[config.mk]
export PLATFORM = sky130hd
export DESIGN_NAME = ward_call_scheduler
export DESIGN_NICKNAME = d
export VERILOG_FILES = /design/src/rtl/ward_pkg.sv /design/src/rtl/ward_prio_sel.sv /design/src/rtl/ward_call_scheduler.sv
export SDC_FILE = /design/constraint.sdc
export NUM_CORES = 1
export LEC_CHECK = 0
export CAP_MARGIN = 20
export CORE_MARGIN = 8
export CORE_UTILIZATION = 25
export DETAILED_ROUTE_END_ITERATION = 8
export PLACE_DENSITY = 0.52
export SLEW_MARGIN = 20
export SYNTH_ARGS = -nofsm -noshare
export SYNTH_HDL_FRONTEND = slang
export SYNTH_SLANG_ARGS = --single-unit
[constraint.sdc]
create_clock -name clk -period 2 [get_ports clk]
set_clock_uncertainty 0.05 [all_clocks]
set_input_delay 0.5 -clock clk [delete_from_list [all_inputs] [get_ports clk]]
set_output_delay 0.5 -clock clk [all_outputs]
set_load 0.05 [all_outputs]
[src/rtl/ward_pkg.sv]
// Shared types and constants for the ward call scheduler.
// FSM encoding, bed count, and the "no bed" marker.
package ward_pkg;

    localparam int NBEDS = 4;
    localparam int ACK_TIMEOUT_DEF = 16;
    localparam logic [2:0] NONE = 3'b100;

    typedef enum logic [1:0] {
        S_IDLE  = 2'b00,
        S_ALERT = 2'b01,
        S_SERVE = 2'b10
    } state_t;

endpackage

[src/rtl/ward_prio_sel.sv]
// Strict-priority bed picker over the pending vector.
// dir=0 favours bed 0, dir=1 favours bed 3; NONE when empty.
import ward_pkg::*;

module ward_prio_sel (
    input  logic [NBEDS-1:0] pending,
    input  logic             dir,
    output logic [2:0]       index
);

    // Later loop hits overwrite earlier ones, so scan from lowest priority.
    always_comb begin
        index = NONE;
        if (!dir) begin
            for (int i = NBEDS - 1; i >= 0; i--)
                if (pending[i]) index = 3'(i);
        end else begin
            for (int i = 0; i < NBEDS; i++)
                if (pending[i]) index = 3'(i);
        end
    end

endmodule

[src/rtl/ward_call_scheduler.sv]
// Nurse-call scheduler: latches bed calls, grants one at a time,
// and raises an alarm when the nurse is slow to accept.
import ward_pkg::*;

module ward_call_scheduler #(
    parameter int ACK_TIMEOUT = ACK_TIMEOUT_DEF
) (
    input  logic             clk,
    input  logic             rst,
    input  logic [NBEDS-1:0] req,
    input  logic             dir,
    input  logic             ack,
    input  logic             done,
    output logic [2:0]       serving,
    output logic [NBEDS-1:0] pending,
    output logic             busy,
    output logic             alarm
);

    localparam logic [7:0] LIM = 8'(ACK_TIMEOUT - 1);

    state_t           state;
    state_t           state_n;
    logic [2:0]       sel;
    logic [7:0]       cnt;
    logic [7:0]       cnt_inc;
    logic [NBEDS-1:0] clr;

    ward_prio_sel u_sel (
        .pending (pending),
        .dir     (dir),
        .index   (sel)
    );

    always_ff @(posedge clk) begin
        if (rst) state <= S_IDLE;
        else     state <= state_n;
    end

    always_comb begin
        state_n = state;
        unique case (state)
            S_IDLE:  if (|pending) state_n = S_ALERT;
            S_ALERT: if (ack)      state_n = S_SERVE;
            S_SERVE: if (done)     state_n = S_IDLE;
            default:               state_n = S_IDLE;
        endcase
    end

    always_comb begin
        busy = (state != S_IDLE);
    end

    // Served bed's call is retired on done; a same-cycle req re-sets it.
    always_comb begin
        clr = '0;
        if (state == S_SERVE && done && serving != NONE)
            clr[serving[1:0]] = 1'b1;
    end

    assign cnt_inc = (cnt == 8'hFF) ? cnt : cnt + 8'd1;

    always_ff @(posedge clk) begin
        if (rst) begin
            pending <= '0;
            serving <= NONE;
            cnt     <= '0;
            alarm   <= 1'b0;
        end else begin
            pending <= (pending & ~clr) | req;
            unique case (state)
                S_IDLE: begin
                    serving <= sel;
                    cnt     <= '0;
                    alarm   <= 1'b0;
                end
                S_ALERT: begin
                    if (ack) begin
                        cnt   <= '0;
                        alarm <= 1'b0;
                    end else begin
                        cnt   <= cnt_inc;
                        alarm <= alarm | (cnt_inc >= LIM);
                    end
                end
                S_SERVE: begin
                    if (done) serving <= NONE;
                    cnt   <= '0;
                    alarm <= 1'b0;
                end
                default: begin
                    serving <= NONE;
                    cnt     <= '0;
                    alarm   <= 1'b0;
                end
            endcase
        end
    end

endmodule

==> results of run 1 <==
registers in the layout, summed over array words and instances, names as in the netlist:
register,cells
serving,3
cnt,8
state,2
alarm,1
pending,4
worst register-to-register path: stages (launching register included):
cell,delay (ns)
dfxtp_1,0.34
ha_1,0.21
buf_4,0.15
and4_1,0.18
nor4b_2,0.24
nor3b_1,0.09
or4_1,0.50
per-layer routing:
metal	share of wire [%]	vias to the layer above	GRT usage, %
met5	0	-	0
met4	0	0	2.17
met3	12	0	3.99
met2	49	38	14.0
met1	39	417	8.60
li1	-	445	-
cells in the final DEF (no fill, tap or decap), types with 2 or more instances in the layout:
cell,Yosys,layout
dfxtp_1,18,18
buf_4,0,18
nor2_1,15,15
nand2_1,13,13
a21oi_1,11,11
nor3_1,8,8
clkdlybuf4s50_1,0,8
o21ai_0,6,6
inv_1,4,4
clkbuf_4,0,3
or2_2,2,2
nand3_1,2,2
nand2b_1,2,2
nor3b_1,2,2
final timing paths:
kind,from,endpoint,depth (start not counted)
worst max-delay path,cnt[0],alarm,6
worst min-delay path,serving[1],serving[1],2
worst max register to register,cnt[0],alarm,6
worst min register to register,serving[1],serving[1],2
power by group:
part           leakage (nW)  total, W  switching, W  internal, W
registers             0.147  0.000400     0.0000210     0.000379
clock network        0.0210  0.000234      0.000123     0.000111
logic                 0.268  0.000182      0.000111    0.0000705
total                 0.436  0.000816      0.000255     0.000560
per-stage QoR:
step,power (W),cells,setup TNS [ns],area (um2)
2_1_floorplan,0.000523,109,0,866
3_3_place_gp,0.000591,178,-0.0247,1120
3_5_place_dp,0.000591,178,-0.0740,1120
4_1_cts,0.000827,182,0,1160
5_1_grt,0.000857,182,0,1160
6_report,0.000816,182,0,1160
logic make-up after synthesis:
group                      Yosys count  share of synthesized area (%)
adders and majority gates            1                           1.44
and+or+nand+nor                     57                           35.4
buffers and inverters                7                           3.47
DFF                                 18                           41.6
muxes                                1                           1.16
AOI/OAI and AO/OA                   25                           16.9
layout make-up:
type	instances	area [um2]
Multi-Input combinational cell	84	475
Timing Repair Buffer	26	215
Clock buffer	4	36.3
Tap cell	46	57.6
Sequential cell	18	360
Inverter	4	15.0
Fill cell	373	2180
==> flow_metrics.py, run 1 <==
metrics = {
    "outcome": {
        "status": "finished clean",
    },
    "drt": {
        "viasPerCell": 4.95,
        "drt_iter0_markers": 48,
        "ant_nets": 0,
        "routed_wl_mm": 2.18,
        "vias": 900,
        "drc_errors": 0,
        "wire_per_inst_um": 12.0,
        "dr.pass1.iters": 4,
    },
    "cells_and_area": {
        "antenna_cells": 0,
        "utilization_pct": 34.8,
        "syn2layout_area_growth_pct": 34.0,
        "fin_nets": 147,
        "final_layout_size_suffix_gt1_share_pct": 21.3,
    },
    "yosys": {
        "synth_area_leaders": "dfxtp_1, nor2_1, a21oi_1",
        "syn_area_um2": 866,
        "yosys.area.top_type": "dfxtp_1",
        "syn-num-nets": 119,
        "async_flop_share_pct": 0,
        "avgSynthCellArea_um2": 7.94,
        "netlist.area_leader.share_pct": 41.6,
        "yosysUniqueCellTypes": 35,
        "ys_seq_elements": 18,
        "synth_commonest_cells": "dfxtp_1, nor2_1, nand2_1",
        "yosys_warnings": 0,
        "yosysSeqAreaShare_pct": 41.6,
        "synthCells": 109,
        "synth_edf_count": 0,
        "synthFlopType": "dfxtp_1",
        "yosysMostFrequentCell": "dfxtp_1",
    },
    "placed_design": {
        "dp_slack_ns": -0.0740,
        "gp_congestion": 0.865,
        "port_buffers": 17,
        "dp_hpwl_mm": 1.71,
    },
    "sta": {
        "timing.fmax_ghz": 0.539,
        "fin_crit_sh_pct": 92.8,
        "rsz0062_at_grt": "false",
        "finalMaxSlewViolations": 0,
        "slew_headroom_pct": 73.6,
        "setup-violations-final": 0,
        "setup_ws_ns": 0.145,
        "whs_ns": 0.459,
        "hold_violations": 0,
        "finalCriticalPeriod_ns": 1.86,
        "tightest_slew_ns": 0.391,
    },
    "cts": {
        "cts_resized": 0,
        "clock_path_buffers": 2,
        "cts_made_buffers": 3,
        "h-tree-depth": 1,
        "clk_pin_slew_ns": 0.12,
        "insertion_delay_ns": 0.30,
        "cts_setup_buffers": 0,
        "clkSinkCount": 18,
        "hold_buffers": 0,
        "root_buffer": "clkbuf_4",
        "cts_tree": "done",
    },
    "grt": {
        "antenna_found_initial": 0,
        "grt_max_degree": 11,
        "grt_pass1_vias": 824,
        "grt_pass1_wl_mm": 3.62,
        "overflow": 0,
        "grt_usage_pct": 8.15,
    },
    "worst_hold_path": {
        "hold_class": "register to register",
    },
    "pwr": {
        "power_density_nw_per_um2": 703,
        "ir_drop_mv": 0.307,
        "p_leak_nw": 0.436,
    },
    "setup_path": {
        "critPathKind": "register to register",
        "crit_required_ns": 2.14,
        "cp_top_family": "simple AND/OR/NAND/NOR gates",
        "crit_path_end_kind": "register",
        "crit_chain": "ha_1 -> buf_4 -> and4_1 -> nor4b_2 -> nor3b_1 -> or4_1",
        "cp-start-kind": "register",
        "crit_slowest_cell": "or4_1",
        "critPathBufInv": 1,
        "ff2ff_setup_slack_ns": 0.14,
        "critical_path_arrival_ns": 2.00,
        "slowest_delay_ns": 0.50,
        "crit_path_max_fanout": 6,
    },
    "floorplanning": {
        "rows": 21,
        "die_area_um2": 5600,
        "io_pins": 18,
        "fp.dieW_um": 74.9,
        "die_h_um": 74.9,
        "initial_core_util_pct": 25.9,
        "core_area_um2": 3340,
    },
    "flow_run": {
        "maxCapViolations": 0,
    },
}
(Power assumes the default switching activity.)
==> run 2: changes to the inputs <==
- PLACE_DENSITY: 0.52 -> 0.55
==> flow_metrics.py, run 2 (same netlist as run 1, synthesis figures left out) <==
metrics = {
    "cells_and_area": {
        "layout_common_cells": "dfxtp_1, buf_4, nor2_1",
        "largest-register": "cnt",
        "largest_reg_flops": 8,
        "antenna_cells": 0,
        "fin_nets": 147,
        "nFillCells": 371,
        "final_layout_size_suffix_gt1_share_pct": 22.1,
        "reg_top3": "cnt x8, pending x4, serving x3",
        "syn2layout_area_growth_pct": 34.2,
    },
    "setup_path": {
        "crit_chain": "ha_2 -> buf_4 -> and4_1 -> nor4b_2 -> nor3b_1 -> or4_1",
        "cp-startpoint": "cnt[0]",
        "critPathKind": "register to register",
        "slowest_delay_ns": 0.50,
        "reg2reg_depth": 6,
        "rr_startpoint": "cnt[0]",
        "crit_slowest_cell": "or4_1",
        "crit_path_end": "alarm",
        "r2r_end": "alarm",
        "ff2ff_setup_slack_ns": 0.15,
        "crit_path_end_kind": "register",
        "crit_path_max_fanout": 5,
        "critical_path_arrival_ns": 1.99,
        "cp-start-kind": "register",
        "crit_required_ns": 2.14,
    },
    "floorplanning": {
        "io_pins": 18,
        "rows": 21,
        "initial_core_util_pct": 25.9,
        "die_area_um2": 5600,
        "fp.dieW_um": 74.9,
        "core_area_um2": 3340,
        "die_h_um": 74.9,
    },
    "sta": {
        "finalMaxSlewViolations": 0,
        "rsz0062_at_grt": "false",
        "fin_crit_sh_pct": 92.7,
        "tightest_slew_ns": 0.428,
        "whs_ns": 0.464,
        "tns_ns": 0,
        "setup-violations-final": 0,
        "slew_headroom_pct": 71.1,
        "hold_violations": 0,
        "timing.fmax_ghz": 0.539,
        "finalCriticalPeriod_ns": 1.85,
    },
    "pwr": {
        "seqPwrFrac_pct": 49.3,
        "p_sw_share_pct": 30.8,
        "switchingPower_w": 0.000250,
        "power_density_nw_per_um2": 697,
        "power.clock.fraction_pct": 28.2,
        "p_leak_nw": 0.433,
        "pwr-share-comb_pct": 22.5,
        "ir_drop_mv": 0.381,
        "internal_power_w": 0.000560,
    },
    "cts": {
        "cts_setup_buffers": 0,
        "cts_tree": "done",
        "clock_path_buffers": 2,
        "cts_made_buffers": 3,
        "insertion_delay_ns": 0.30,
        "hold_buffers": 0,
        "clkSinkCount": 18,
        "h-tree-depth": 1,
        "root_buffer": "clkbuf_4",
        "clk_pin_slew_ns": 0.11,
    },
    "placed_design": {
        "gp_congestion": 0.877,
        "port_buffers": 17,
        "dp_hpwl_mm": 1.71,
    },
    "drt": {
        "dr.pass1.iters": 4,
        "ant_nets": 0,
        "drc_errors": 0,
        "vias": 863,
        "wire_per_inst_um": 12.0,
        "drt_iter0_markers": 29,
        "routed_wl_mm": 2.18,
        "viasPerCell": 4.74,
    },
    "grt": {
        "grt_usage_pct": 7.96,
        "grt_pass1_wl_mm": 3.48,
        "overflow": 0,
        "grt_pass1_vias": 801,
        "grt_max_degree": 11,
        "antenna_found_initial": 0,
    },
    "outcome": {
        "status": "finished clean",
    },
    "worst_hold_path": {
        "hold_class": "register to register",
    },
    "flow_run": {
        "maxCapViolations": 0,
    },
}
==> run 2: cell counts in the layout (fill, tap and decap cells not counted) <==
No cell type changed its count.
==> run 2: timing repair <==
| item | 4_1_cts | 5_1_grt |
|---|---|---|
| setup endpoints to repair | 0 | 1 |
| gates resized for setup | 0 | 1 |
| hold endpoints to repair | 0 | 0 |
==> run 2: how the worst min path moves through the flow <==
stage / slack [ns] / cells after the start / startpoint / endpoint
final: 0.46 / 2 / serving[1] / serving[1]
after global routing: 0.51 / 2 / serving[1] / serving[1]
after CTS: 0.46 / 2 / serving[1] / serving[1]
after detailed placement: 0.45 / 2 / serving[1] / serving[1]
after global placement: 0.43 / 2 / serving[1] / serving[1]
after floorplan: 0.42 / 2 / cnt[1] / cnt[1]
==> run 2: cell type report <==
| class | instances | area (um2) | share of cell area (%) |
|---|---|---|---|
| tap | 46 | 57.6 | 4.95 |
| multi-input combinational | 84 | 478 | 41.1 |
| timing repair buffer | 26 | 215 | 18.5 |
| clock buffer | 4 | 36.3 | 3.12 |
| inverter | 4 | 15.0 | 1.29 |
| sequential | 18 | 360 | 31.0 |
==> run 2: through the flow <==
step	std cells	total power (W)	instance area (um2)	utilization [%]	setup slack, ns
final	182	0.000810	1160	34.8	0.146
after global routing	182	0.000853	1160	34.8	0.0488
after CTS	182	0.000825	1160	34.8	0.0881
after detailed placement	178	0.000591	1120	33.7	0.00687
after global placement	178	0.000590	1120	33.7	0.0466
after floorplan	109	0.000523	866	-	0.270
==> run 2: power groups by stage <==
stage / clock network (W) / registers, W / logic, W
2_1_floorplan: 0 / 0.000451 / 0.0000713
5_1_grt: 0.000255 / 0.000403 / 0.000196
4_1_cts: 0.000241 / 0.000399 / 0.000184
3_3_place_gp: 0 / 0.000407 / 0.000182
6_report: 0.000229 / 0.000399 / 0.000182
3_5_place_dp: 0 / 0.000408 / 0.000183
==> run 2: critical path, delay by kind of cell, from the launching register on <==
kind,cells,cell delay [ns]
adder cells (fa/ha/maj),1,0.21
AND/OR/NAND/NOR,4,1.01
flip-flops,1,0.34
buffers and inverters,1,0.14
==> run 2: per-layer routing <==
layer  vias to the layer above  wire length [um]  global-route usage, %
li1                        441                 -                      -
met4                         0                15                   2.39
met1                       397               955                   8.15
met2                        23               999                   13.7
met3                         2               209                   4.13
met5                         -                 0                      0
==> run 3: changes to the inputs <==
- CAP_MARGIN: 20 -> unset
==> results of run 3 <==
Same layout as run 2: the final DEF is identical, and so are final timing and power.
